**src/rtl/phase_seq_if.sv**
```systemverilog
// Instruction-memory request/acknowledge port of the phase sequencer.
interface phase_seq_if #(
  parameter int PC_W = 16
);
  logic            imem_req;
  logic [PC_W-1:0] imem_addr;
  logic            imem_ack;
  logic [15:0]     imem_rdata;

  modport master (
    output imem_req,
    output imem_addr,
    input  imem_ack,
    input  imem_rdata
  );

  modport slave (
    input  imem_req,
    input  imem_addr,
    output imem_ack,
    output imem_rdata
  );
endinterface

```
**src/rtl/phase_seq.sv**
```systemverilog
// Four-phase instruction sequencer: fetch, decode, execute, writeback.
// Define PHASE_SEQ_RETIRE_CNT_EN to build the retired-instruction counter.
module phase_seq #(
  parameter int              PC_W     = 16,
  parameter logic [PC_W-1:0] RESET_PC = '0
) (
  input  logic             CLK,
  input  logic             RSTN,
  phase_seq_if.master      imem,
  output logic [3:0]       ph,
  output logic [15:0]      ir,
  output logic [PC_W-1:0]  pc,
  input  logic [15:0]      alu_q,
  input  logic             br_ld,
  input  logic             wb_en,
  output logic             rf_we,
  input  logic             halt,
  output logic             run,
  output logic [15:0]      retired
);

  typedef enum logic [3:0] {
    IDLE = 4'b0000,
    PH0  = 4'b0001,
    PH1  = 4'b0010,
    PH2  = 4'b0100,
    PH3  = 4'b1000
  } phase_e;

  phase_e          state_q, state_d;
  logic [15:0]     ir_q, ir_d;
  logic [PC_W-1:0] pc_q, pc_d;
  logic            req_q, req_d;

  always_ff @(posedge CLK or negedge RSTN) begin
    if (!RSTN) begin
      state_q <= IDLE;
      ir_q    <= '0;
      pc_q    <= RESET_PC;
      req_q   <= 1'b0;
    end else begin
      state_q <= state_d;
      ir_q    <= ir_d;
      pc_q    <= pc_d;
      req_q   <= req_d;
    end
  end

  // An ack only counts in PH0, so a stray ack with no request is ignored.
  always_comb begin
    state_d = state_q;
    ir_d    = ir_q;
    pc_d    = pc_q;
    unique case (state_q)
      IDLE: if (!halt) state_d = PH0;
      PH0: begin
        if (imem.imem_ack) begin
          ir_d    = imem.imem_rdata;
          pc_d    = pc_q + 1'b1;
          state_d = PH1;
        end
      end
      PH1: state_d = PH2;
      PH2: state_d = PH3;
      PH3: begin
        if (br_ld) pc_d = alu_q[PC_W-1:0];
        state_d = halt ? IDLE : PH0;
      end
      default: state_d = IDLE;
    endcase
    req_d = (state_d == PH0);
  end

  always_comb begin
    ph             = state_q;
    run            = (state_q != IDLE);
    rf_we          = wb_en && (state_q == PH3);
    ir             = ir_q;
    pc             = pc_q;
    imem.imem_req  = req_q;
    imem.imem_addr = pc_q;
  end

`ifdef PHASE_SEQ_RETIRE_CNT_EN
  logic [15:0] ret_q;

  always_ff @(posedge CLK or negedge RSTN) begin
    if (!RSTN)               ret_q <= '0;
    else if (state_q == PH3) ret_q <= ret_q + 16'd1;
  end

  assign retired = ret_q;
`else
  assign retired = 16'h0000;
`endif

endmodule
```
**src/flat_wrapper.sv**
```systemverilog
// flat-port wrapper written by rule: the top's interface ports become plain ports
module phase_seq_flat 
#(
  parameter int              PC_W     = 16,
  parameter logic [PC_W-1:0] RESET_PC = '0
)
  (CLK, RSTN, ph, ir, pc, alu_q, br_ld, wb_en, rf_we, halt, run, retired, imem_imem_req, imem_imem_addr, imem_imem_ack, imem_imem_rdata);
  phase_seq_if #(.PC_W(PC_W)) imem_i ();
  input  logic CLK;
  input  logic RSTN;
  output logic [3:0] ph;
  output logic [15:0] ir;
  output logic [PC_W-1:0] pc;
  input  logic [15:0] alu_q;
  input  logic br_ld;
  input  logic wb_en;
  output logic rf_we;
  input  logic halt;
  output logic run;
  output logic [15:0] retired;
  output wire logic [$bits(imem_i.imem_req)-1:0] imem_imem_req;
  output wire logic [$bits(imem_i.imem_addr)-1:0] imem_imem_addr;
  input wire logic [$bits(imem_i.imem_ack)-1:0] imem_imem_ack;
  input wire logic [$bits(imem_i.imem_rdata)-1:0] imem_imem_rdata;
  assign imem_imem_req = imem_i.imem_req;
  assign imem_imem_addr = imem_i.imem_addr;
  assign imem_i.imem_ack = imem_imem_ack;
  assign imem_i.imem_rdata = imem_imem_rdata;
  phase_seq #(.PC_W(PC_W), .RESET_PC(RESET_PC)) u_core (.CLK(CLK), .RSTN(RSTN), .imem(imem_i), .ph(ph), .ir(ir), .pc(pc), .alu_q(alu_q), .br_ld(br_ld), .wb_en(wb_en), .rf_we(rf_we), .halt(halt), .run(run), .retired(retired));
endmodule
```
**config.mk**
```make
export PLATFORM = sky130hd
export DESIGN_NAME = phase_seq_flat
export DESIGN_NICKNAME = d
export VERILOG_FILES = /design/src/rtl/phase_seq_if.sv /design/src/rtl/phase_seq.sv /design/src/flat_wrapper.sv
export SDC_FILE = /design/constraint.sdc
export NUM_CORES = 1
export LEC_CHECK = 0
export ABC_AREA = 1
export CORE_ASPECT_RATIO = 0.75
export CORE_MARGIN = 2
export CORE_UTILIZATION = 25
export CTS_CLUSTER_DIAMETER = 100
export DETAILED_ROUTE_END_ITERATION = 16
export GPL_TIMING_DRIVEN = 0
export SLEW_MARGIN = 0
export SYNTH_ARGS = -nofsm -noshare
export SYNTH_HDL_FRONTEND = slang
export SYNTH_SLANG_ARGS = --single-unit
```
**constraint.sdc**
```tcl
create_clock -name CLK -period 3.9 [get_ports CLK]
set_input_delay 0.78 -clock CLK [delete_from_list [all_inputs] [get_ports CLK]]
set_output_delay 0.78 -clock CLK [all_outputs]
set_load 0.05 [all_outputs]
```
-- After elaboration in Yosys (flattened, before gate mapping)
Index checks and enable logic that the tools add are counted.
Widths: inputs -> output; s select.
- bits in registers: 37
- input port bits: 38
- output and inout port bits: 71
- logic and storage cells: 25
- add/subtract/negate cells: 1
- eq/ne operators: 7
- mux-type cells: 7
- reductions and logical operators: 6
- operators by type and width (operator ; number):
    $mux 16 ; 2
    $pmux 16 s2 ; 1
    $pmux 4 s5 ; 1
    $add 16x1->16 const B ; 1
    $eq 4x1->1 const B ; 2
    $mux 4 ; 2
    $eq 4x2->1 const B ; 1
    $eq 4x3->1 const B ; 1
    $eq 4x4->1 const B ; 1
    $logic_not 4->1 ; 1
    $ne 2x2->1 const B ; 2
    $reduce_bool 4->1 ; 1
    $reduce_and 3->1 ; 1
    $reduce_and 2->1 ; 1
    $reduce_bool 2->1 ; 1
    $logic_and 1x1->1 ; 1
    $mux 1 ; 1

-- Depth between registers and ports, before layout
Gate-level depths: netlist (run 1).
- depth in word-level cells: 3
- mapped depth: 9
- mapped depth without buffers: 9

-- Worst setup path before layout (run 1)
No wires, ideal clock.
- path type: reg2out
- start: reg u_core.state_q[1] (netlist: u_core.ph[1])
- end: out rf_we
- arrival time: 1.805 ns
- data required time: 3.120 ns
- slack: 1.315 ns
- cell stages (with the launch flop): 5
- buffers on the path: 1
- cell sequence: dfrtp_1 -> nor2_4 -> nand3_2 -> clkbuf_1 -> nor2_1
- cells in the longest elaborated chain, start to end: 2
- RTL lines (what ; RTL line ; source):
    start: declaration ; phase_seq.sv:30 ; phase_e state_q, state_d;
    start signal: assignment ; phase_seq.sv:42 ; state_q <= state_d;
    $eq 4x4->1 ; phase_seq.sv:77 ; rf_we = wb_en && (state_q == PH3);
    $logic_and 1x1->1 ; phase_seq.sv:77 ;
    end: declaration ; flat_wrapper.sv:17 ; output logic rf_we;
Every way passes these cells.

-- Worst setup path after layout (run 1)
Same ends and word-level chain as after synthesis.

==> results of run 1 <==
[flip-flops by register name, indices dropped and copies added, names as in the netlist]
signal / count
u_core.imem.imem_addr: 16
u_core.ir: 16
u_core.ph: 4
u_core.imem.imem_req: 1
[how the worst min path moves through the flow]
stage / depth (start not counted) / start / endpoint
5_1_grt: 2 / u_core.ir[8] / u_core.ir[8]
6_report: 2 / u_core.ir[13] / u_core.ir[13]
2_1_floorplan: 0 / RSTN / u_core.imem.imem_addr[0]
3_3_place_gp: 2 / u_core.ir[6] / u_core.ir[6]
4_1_cts: 2 / u_core.ir[13] / u_core.ir[13]
3_5_place_dp: 2 / u_core.ir[13] / u_core.ir[13]
[power breakdown]
group,switching (mW),internal [mW]
Combinational,1.37,0.734
Sequential,0.198,0.555
Clock,0.165,0.320
Total,1.73,1.61
[cells by family (layout without fill, tap and decap cells)]
family	count (synthesis)	in the layout	share of synthesized area (%)
and+or+nand+nor	181	181	34.3
adders and majority gates	1	1	0.549
AOI/OAI and AO/OA	21	21	5.16
xor gates and xnor gates	5	5	1.92
buffers and inverters	65	165	17.3
DFF	37	37	40.7
other	1	16	0.165
[final cells by class]
cell class / instances / share of cell area, %
Clock inverter: 1 / 0.843
Sequential cell: 37 / 26.0
Buffer: 39 / 8.22
Tap cell: 112 / 3.93
Multi-Input combinational cell: 224 / 28.5
Inverter: 26 / 2.81
Clock buffer: 7 / 4.00
Timing Repair Buffer: 92 / 25.7
[tightest hold or removal path, stage by stage (launching register included)]
cell	delay, ns
dfrtp_1	0.34
nand2_1	0.05
nand2_1	0.05
[layer usage]
layer  share of wire (%)  GRT usage [%]
met2                  46           22.2
met3                 8.9           5.10
met1                  44           15.4
met5                   0              0
met4                0.86           3.77
[cell usage in the layout, fill, tap and decap left out, types with 2 or more instances in the layout]
master           synthesis  final
a21oi_1                 11     11
buf_2                    3      4
buf_4                   32     32
buf_6                    3      3
clkbuf_1                 1      2
clkbuf_16                0      5
clkdlybuf4s50_1          0     91
conb_1                   1     16
dfrtp_1                 37     37
inv_1                   21     21
inv_2                    4      4
nand2_1                121    121
nand2_4                  2      2
nand3_1                 19     19
nand4_1                  3      3
nor2_1                  27     27
o211ai_1                 2      2
o21ai_0                  6      6
o32ai_1                  2      2
or2_2                    3      3
xor2_1                   4      4
==> results.py, run 1 <==
metrics = {
    "detailed_routing": {
        "vias": 2232,
        "ant_nets": 0,
        "drt_iter0_markers": 86,
        "dr.pass1.iters": 4,
        "drt_wl_total_um": 6280,
        "drc": 0,
        "wl_per_cell_um": 11.7,
        "viasPerCell": 4.15,
    },
    "cells_and_area": {
        "fin_util_pct": 39.9,
        "diodes": 0,
        "final-seq-area_sq_um": 926,
        "syn_to_final_growth_pct": 56.4,
        "fillers": 930,
        "finalInstanceArea_sq_mm": 0.00356,
        "nNetsFinal": 464,
        "multi_input_area_sq_mm": 0.00101,
        "drive_gt1_share_pct": 14.1,
        "fin_cells": 538,
    },
    "setup_path": {
        "worst-path-buf-inv": 2,
        "critical-path-top-delay-family": "buffers and inverters",
        "reg2reg_slack_ns": 2.35,
        "endpoint": "rf_we",
        "critPathRequiredTime_ns": 3.12,
        "path_cells": "nor2_4 -> nand3_2 -> clkbuf_1 -> nor2_1 -> clkdlybuf4s50_1",
        "cp_data_arrival_time_ns": 2.27,
        "reg2reg_depth": 9,
        "cp.depth": 5,
        "crit_slowest_cell": "clkdlybuf4s50_1",
        "startpoint": "u_core.ph[1]",
        "timing.rr.start": "u_core.ph[1]",
        "worstSetupPathType": "flip-flop to primary output",
        "worstSetupEndpointType": "primary output",
        "r2r-end": "u_core.imem.imem_addr[9]",
        "start_kind": "flip-flop",
        "crit_fanout": 10,
        "slowest_delay_ns": 0.81,
    },
    "yosys": {
        "synth_edf_count": 0,
        "synth_ff_type": "dfrtp_1",
        "ys_types": 28,
        "seq_area_frac_synth_pct": 40.7,
        "netlist_instances": 311,
        "yosysMostFrequentCell": "nand2_1",
        "ys_top_cells_by_count": "nand2_1, dfrtp_1, buf_4",
        "syn_avg_cell_area_sq_um": 7.32,
        "synth.largest_area_cell": "dfrtp_1",
        "netlist.area_leader.share_pct": 40.7,
        "syn-cell-area_sq_mm": 0.00228,
        "synthTopCellsByArea": "dfrtp_1, nand2_1, buf_4",
        "synth-seq-cells": 37,
        "synthArstFlopShare_pct": 100,
        "yosys_warnings": 0,
    },
    "clocking": {
        "holdBufCountCts": 0,
        "clock-root-buffer": "clkbuf_16",
        "cts_setup_buffers": 0,
        "cts.path.max_buffers": 2,
        "clk_latency_ns": 0.28,
        "htree_levels": 2,
        "cts_sinks": 37,
        "cts_buffers": 5,
        "clkTransAtPathRegs_ns": 0.06,
        "cts_resized": 0,
        "cts_tree": "done",
    },
    "place": {
        "place_area_sq_mm": 0.00339,
        "io_buffers": 92,
        "routabilityCongestion": 0.797,
        "dp_cells": 530,
        "place_ws_ns": 0.955,
        "hpwl_um": 4640,
    },
    "sta": {
        "setup_viol": 0,
        "period_needed_ns": 3.05,
        "fin_tns_setup_ns": 0,
        "hold_ws_ns": 0.476,
        "grt_setup_unrepaired": "no",
        "period_share_pct": 78.3,
        "slew_viol_final": 0,
        "fmax_mhz": 327,
        "finClkSkew_ns": 0.00543,
        "fin_ws_ns": 0.845,
        "tightest_slew_ns": 0.889,
        "relSlewSlack_pct": 40.7,
        "hold_viol_final": 0,
    },
    "floorplanning": {
        "core_area_sq_mm": 0.00893,
        "fp-row-count": 30,
        "io_pins": 109,
        "die_w_um": 114,
        "die_y_um": 86.7,
        "dieArea_sq_mm": 0.00990,
        "floorplan.initialDensity_pct": 25.5,
    },
    "global_route": {
        "grtUsageTotal_pct": 13.0,
        "antenna_found_initial": 0,
        "grt_max_degree": 38,
        "first_global_vias": 2188,
        "grt_first_pass_wirelength_um": 10200,
        "grt_overflow": 0,
    },
    "run_status": {
        "status": "complete, no violations",
    },
    "hold_path": {
        "hold_class": "flip-flop to flip-flop",
    },
    "pwr": {
        "ir_drop_uv": 472,
        "finalPower_mw": 3.34,
        "p_leak_nw": 1.78,
        "power_per_cell_area_mw_per_mm2": 938,
    },
    "job": {
        "maxCapViolations": 0,
    },
}
Note: power is estimated with default switching activity, not from simulation.
==> run 2, diff against run 1 <==
==> constraint.sdc (replaced) <==
create_clock -name CLK -period 3.1 [get_ports CLK]
set_input_delay 0.62 -clock CLK [delete_from_list [all_inputs] [get_ports CLK]]
set_output_delay 0.62 -clock CLK [all_outputs]
set_load 0.05 [all_outputs]
==> results of run 2 <==
Same layout as run 1 (identical final DEF). Status: complete, no violations.
Among the figures that moved: setup slack after placement 0.955 ns -> 0.469 ns; setup slack after layout 0.845 ns -> 0.205 ns; hold slack 0.476 ns -> 0.460 ns; register-to-register setup slack 2.35 ns -> 1.55 ns; total power 3.34 mW -> 4.21 mW; worst IR drop on VDD 472 uV -> 593 uV
==> run 3, diff against run 2 <==
--- a/config.mk
+++ b/config.mk
@@ -12,6 +12,7 @@
 export CTS_CLUSTER_DIAMETER = 100
 export DETAILED_ROUTE_END_ITERATION = 16
 export GPL_TIMING_DRIVEN = 0
+export REMOVE_ABC_BUFFERS = 1
 export SLEW_MARGIN = 0
 export SYNTH_ARGS = -nofsm -noshare
 export SYNTH_HDL_FRONTEND = slang
==> results.py, run 3 (same netlist as run 1, synthesis figures left out) <==
metrics = {
    "run_status": {
        "status": "complete, no violations",
    },
    "detailed_routing": {
        "dr.pass1.iters": 4,
        "drc": 0,
        "wl_per_cell_um": 12.3,
        "drt_wl_total_um": 6120,
        "drt_iter0_markers": 74,
        "ant_nets": 0,
        "viasPerCell": 4.27,
        "vias": 2130,
    },
    "clocking": {
        "cts_sinks": 37,
        "cts_tree": "done",
        "htree_levels": 2,
        "clk_latency_ns": 0.27,
        "cts.path.max_buffers": 2,
        "cts_buffers": 5,
        "clkTransAtPathRegs_ns": 0.06,
        "clock-root-buffer": "clkbuf_16",
    },
    "cells_and_area": {
        "diodes": 0,
        "multi_input_area_sq_mm": 0.00102,
        "finalInstanceArea_sq_mm": 0.00327,
        "final-seq-area_sq_um": 926,
        "drive_gt1_share_pct": 5.68,
        "final_common_cell": "nand2_1",
        "nNetsFinal": 426,
        "fillers": 932,
        "syn_to_final_growth_pct": 43.5,
        "layout_common_cells": "nand2_1, clkdlybuf4s50_1, dfrtp_1",
    },
    "setup_path": {
        "critPathRequiredTime_ns": 2.48,
        "worstSetupEndpointType": "primary output",
        "cp_data_arrival_time_ns": 2.24,
        "crit_fanout": 32,
        "start_kind": "flip-flop",
        "worstSetupPathType": "flip-flop to primary output",
    },
    "pwr": {
        "p_sw_mw": 2.12,
        "sw_frac_of_total_pct": 54.2,
        "power_per_cell_area_mw_per_mm2": 1200,
        "sequentialPowerShare_pct": 24.0,
        "p_leak_nw": 1.58,
        "clockPowerShare_pct": 12.9,
        "pwr-share-comb_pct": 63.1,
        "p_int_mw": 1.79,
        "ir_drop_uv": 498,
    },
    "sta": {
        "finClkSkew_ns": 0.00296,
        "relSlewSlack_pct": 65.1,
        "grt_setup_unrepaired": "no",
        "period_needed_ns": 2.86,
        "fin_tns_setup_ns": 0,
        "setup_viol": 0,
        "hold_viol_final": 0,
        "fmax_mhz": 349,
        "period_share_pct": 92.4,
        "slew_viol_final": 0,
        "tightest_slew_ns": 0.522,
    },
    "floorplanning": {
        "core_area_sq_mm": 0.00893,
        "die_w_um": 114,
        "fp-row-count": 30,
        "floorplan.initialDensity_pct": 25.5,
        "io_pins": 109,
        "die_y_um": 86.7,
        "dieArea_sq_mm": 0.00990,
    },
    "place": {
        "io_buffers": 92,
        "place_area_sq_mm": 0.00312,
        "routabilityCongestion": 0.725,
        "hpwl_um": 4470,
    },
    "global_route": {
        "antenna_found_initial": 0,
        "grt_overflow": 0,
        "grt_first_pass_wirelength_um": 10100,
        "grtUsageTotal_pct": 12.8,
        "first_global_vias": 2042,
        "grt_max_degree": 33,
    },
    "hold_path": {
        "hold_class": "input pin to async pin",
    },
    "job": {
        "maxCapViolations": 0,
    },
}
run 3: power groups by stage:
stage          logic, mW  clock network, mW  registers, mW
6_report            2.47              0.503          0.941
5_1_grt             2.63              0.538          0.986
4_1_cts             2.49              0.525          0.946
3_5_place_dp        2.48                  0          0.946
3_3_place_gp        2.45                  0          0.944
2_1_floorplan      0.590                  0           1.98
run 3: layer usage:
| layer | track usage [%] | vias to the layer above | routed length [um] |
|---|---|---|---|
| li1 | - | 1069 | - |
| met1 | 17.8 | 991 | 2920 |
| met2 | 20.4 | 68 | 2790 |
| met3 | 2.52 | 2 | 361 |
| met4 | 3.66 | 0 | 43 |
| met5 | 0 | - | 0 |
run 3: final timing paths:
| kind | from | end | slack, ns | cells after the start |
|---|---|---|---|---|
| worst max-delay path | u_core.ph[1] | rf_we | 0.24 | 4 |
| worst min-delay path | RSTN | u_core.ir[6] | 0.26 | 1 |
| worst max register to register | u_core.ph[1] | u_core.imem.imem_addr[3] | 1.26 | 8 |
| worst min register to register | u_core.ir[10] | u_core.ir[10] | 0.48 | 2 |
| max in group asynchronous | RSTN | u_core.imem.imem_addr[3] | 2.38 | 2 |
| min in group CLK | u_core.ir[10] | u_core.ir[10] | 0.48 | 2 |
run 3: timing repair:
item / 4_1_cts / 5_1_grt
setup endpoints to repair: 1 / 0
hold buffers: 0 / 0
gates resized for setup: 1 / 0
setup buffers: 0 / 0
run 3: final cells by class:
cell class | instances | share of cell area [%]
Multi-Input combinational cell | 224 | 31.3
Timing Repair Buffer | 93 | 28.6
Sequential cell | 37 | 28.3
Clock buffer | 7 | 4.37
Tap cell | 112 | 4.29
Inverter | 26 | 3.06
run 3: critical path: stages, from the launching register on:
cell and delay (ns):
dfrtp_1 0.46, nor2_4 0.18, nand3_4 0.31, nor2_1 0.19, clkdlybuf4s50_1 0.82
run 3: through the flow:
step / total power, mW / hold slack (ns) / utilization, % / std cells / setup slack (ns)
6_report: 3.91 / 0.258 / 36.6 / 499 / 0.236
2_1_floorplan: 2.57 / 0.324 / - / 287 / 0.527
3_3_place_gp: 3.40 / 0.464 / 34.7 / 491 / 0.270
3_5_place_dp: 3.43 / 0.465 / 34.9 / 492 / 0.249
5_1_grt: 4.15 / 0.282 / 36.6 / 499 / 0.107
4_1_cts: 3.96 / 0.264 / 36.6 / 499 / 0.212
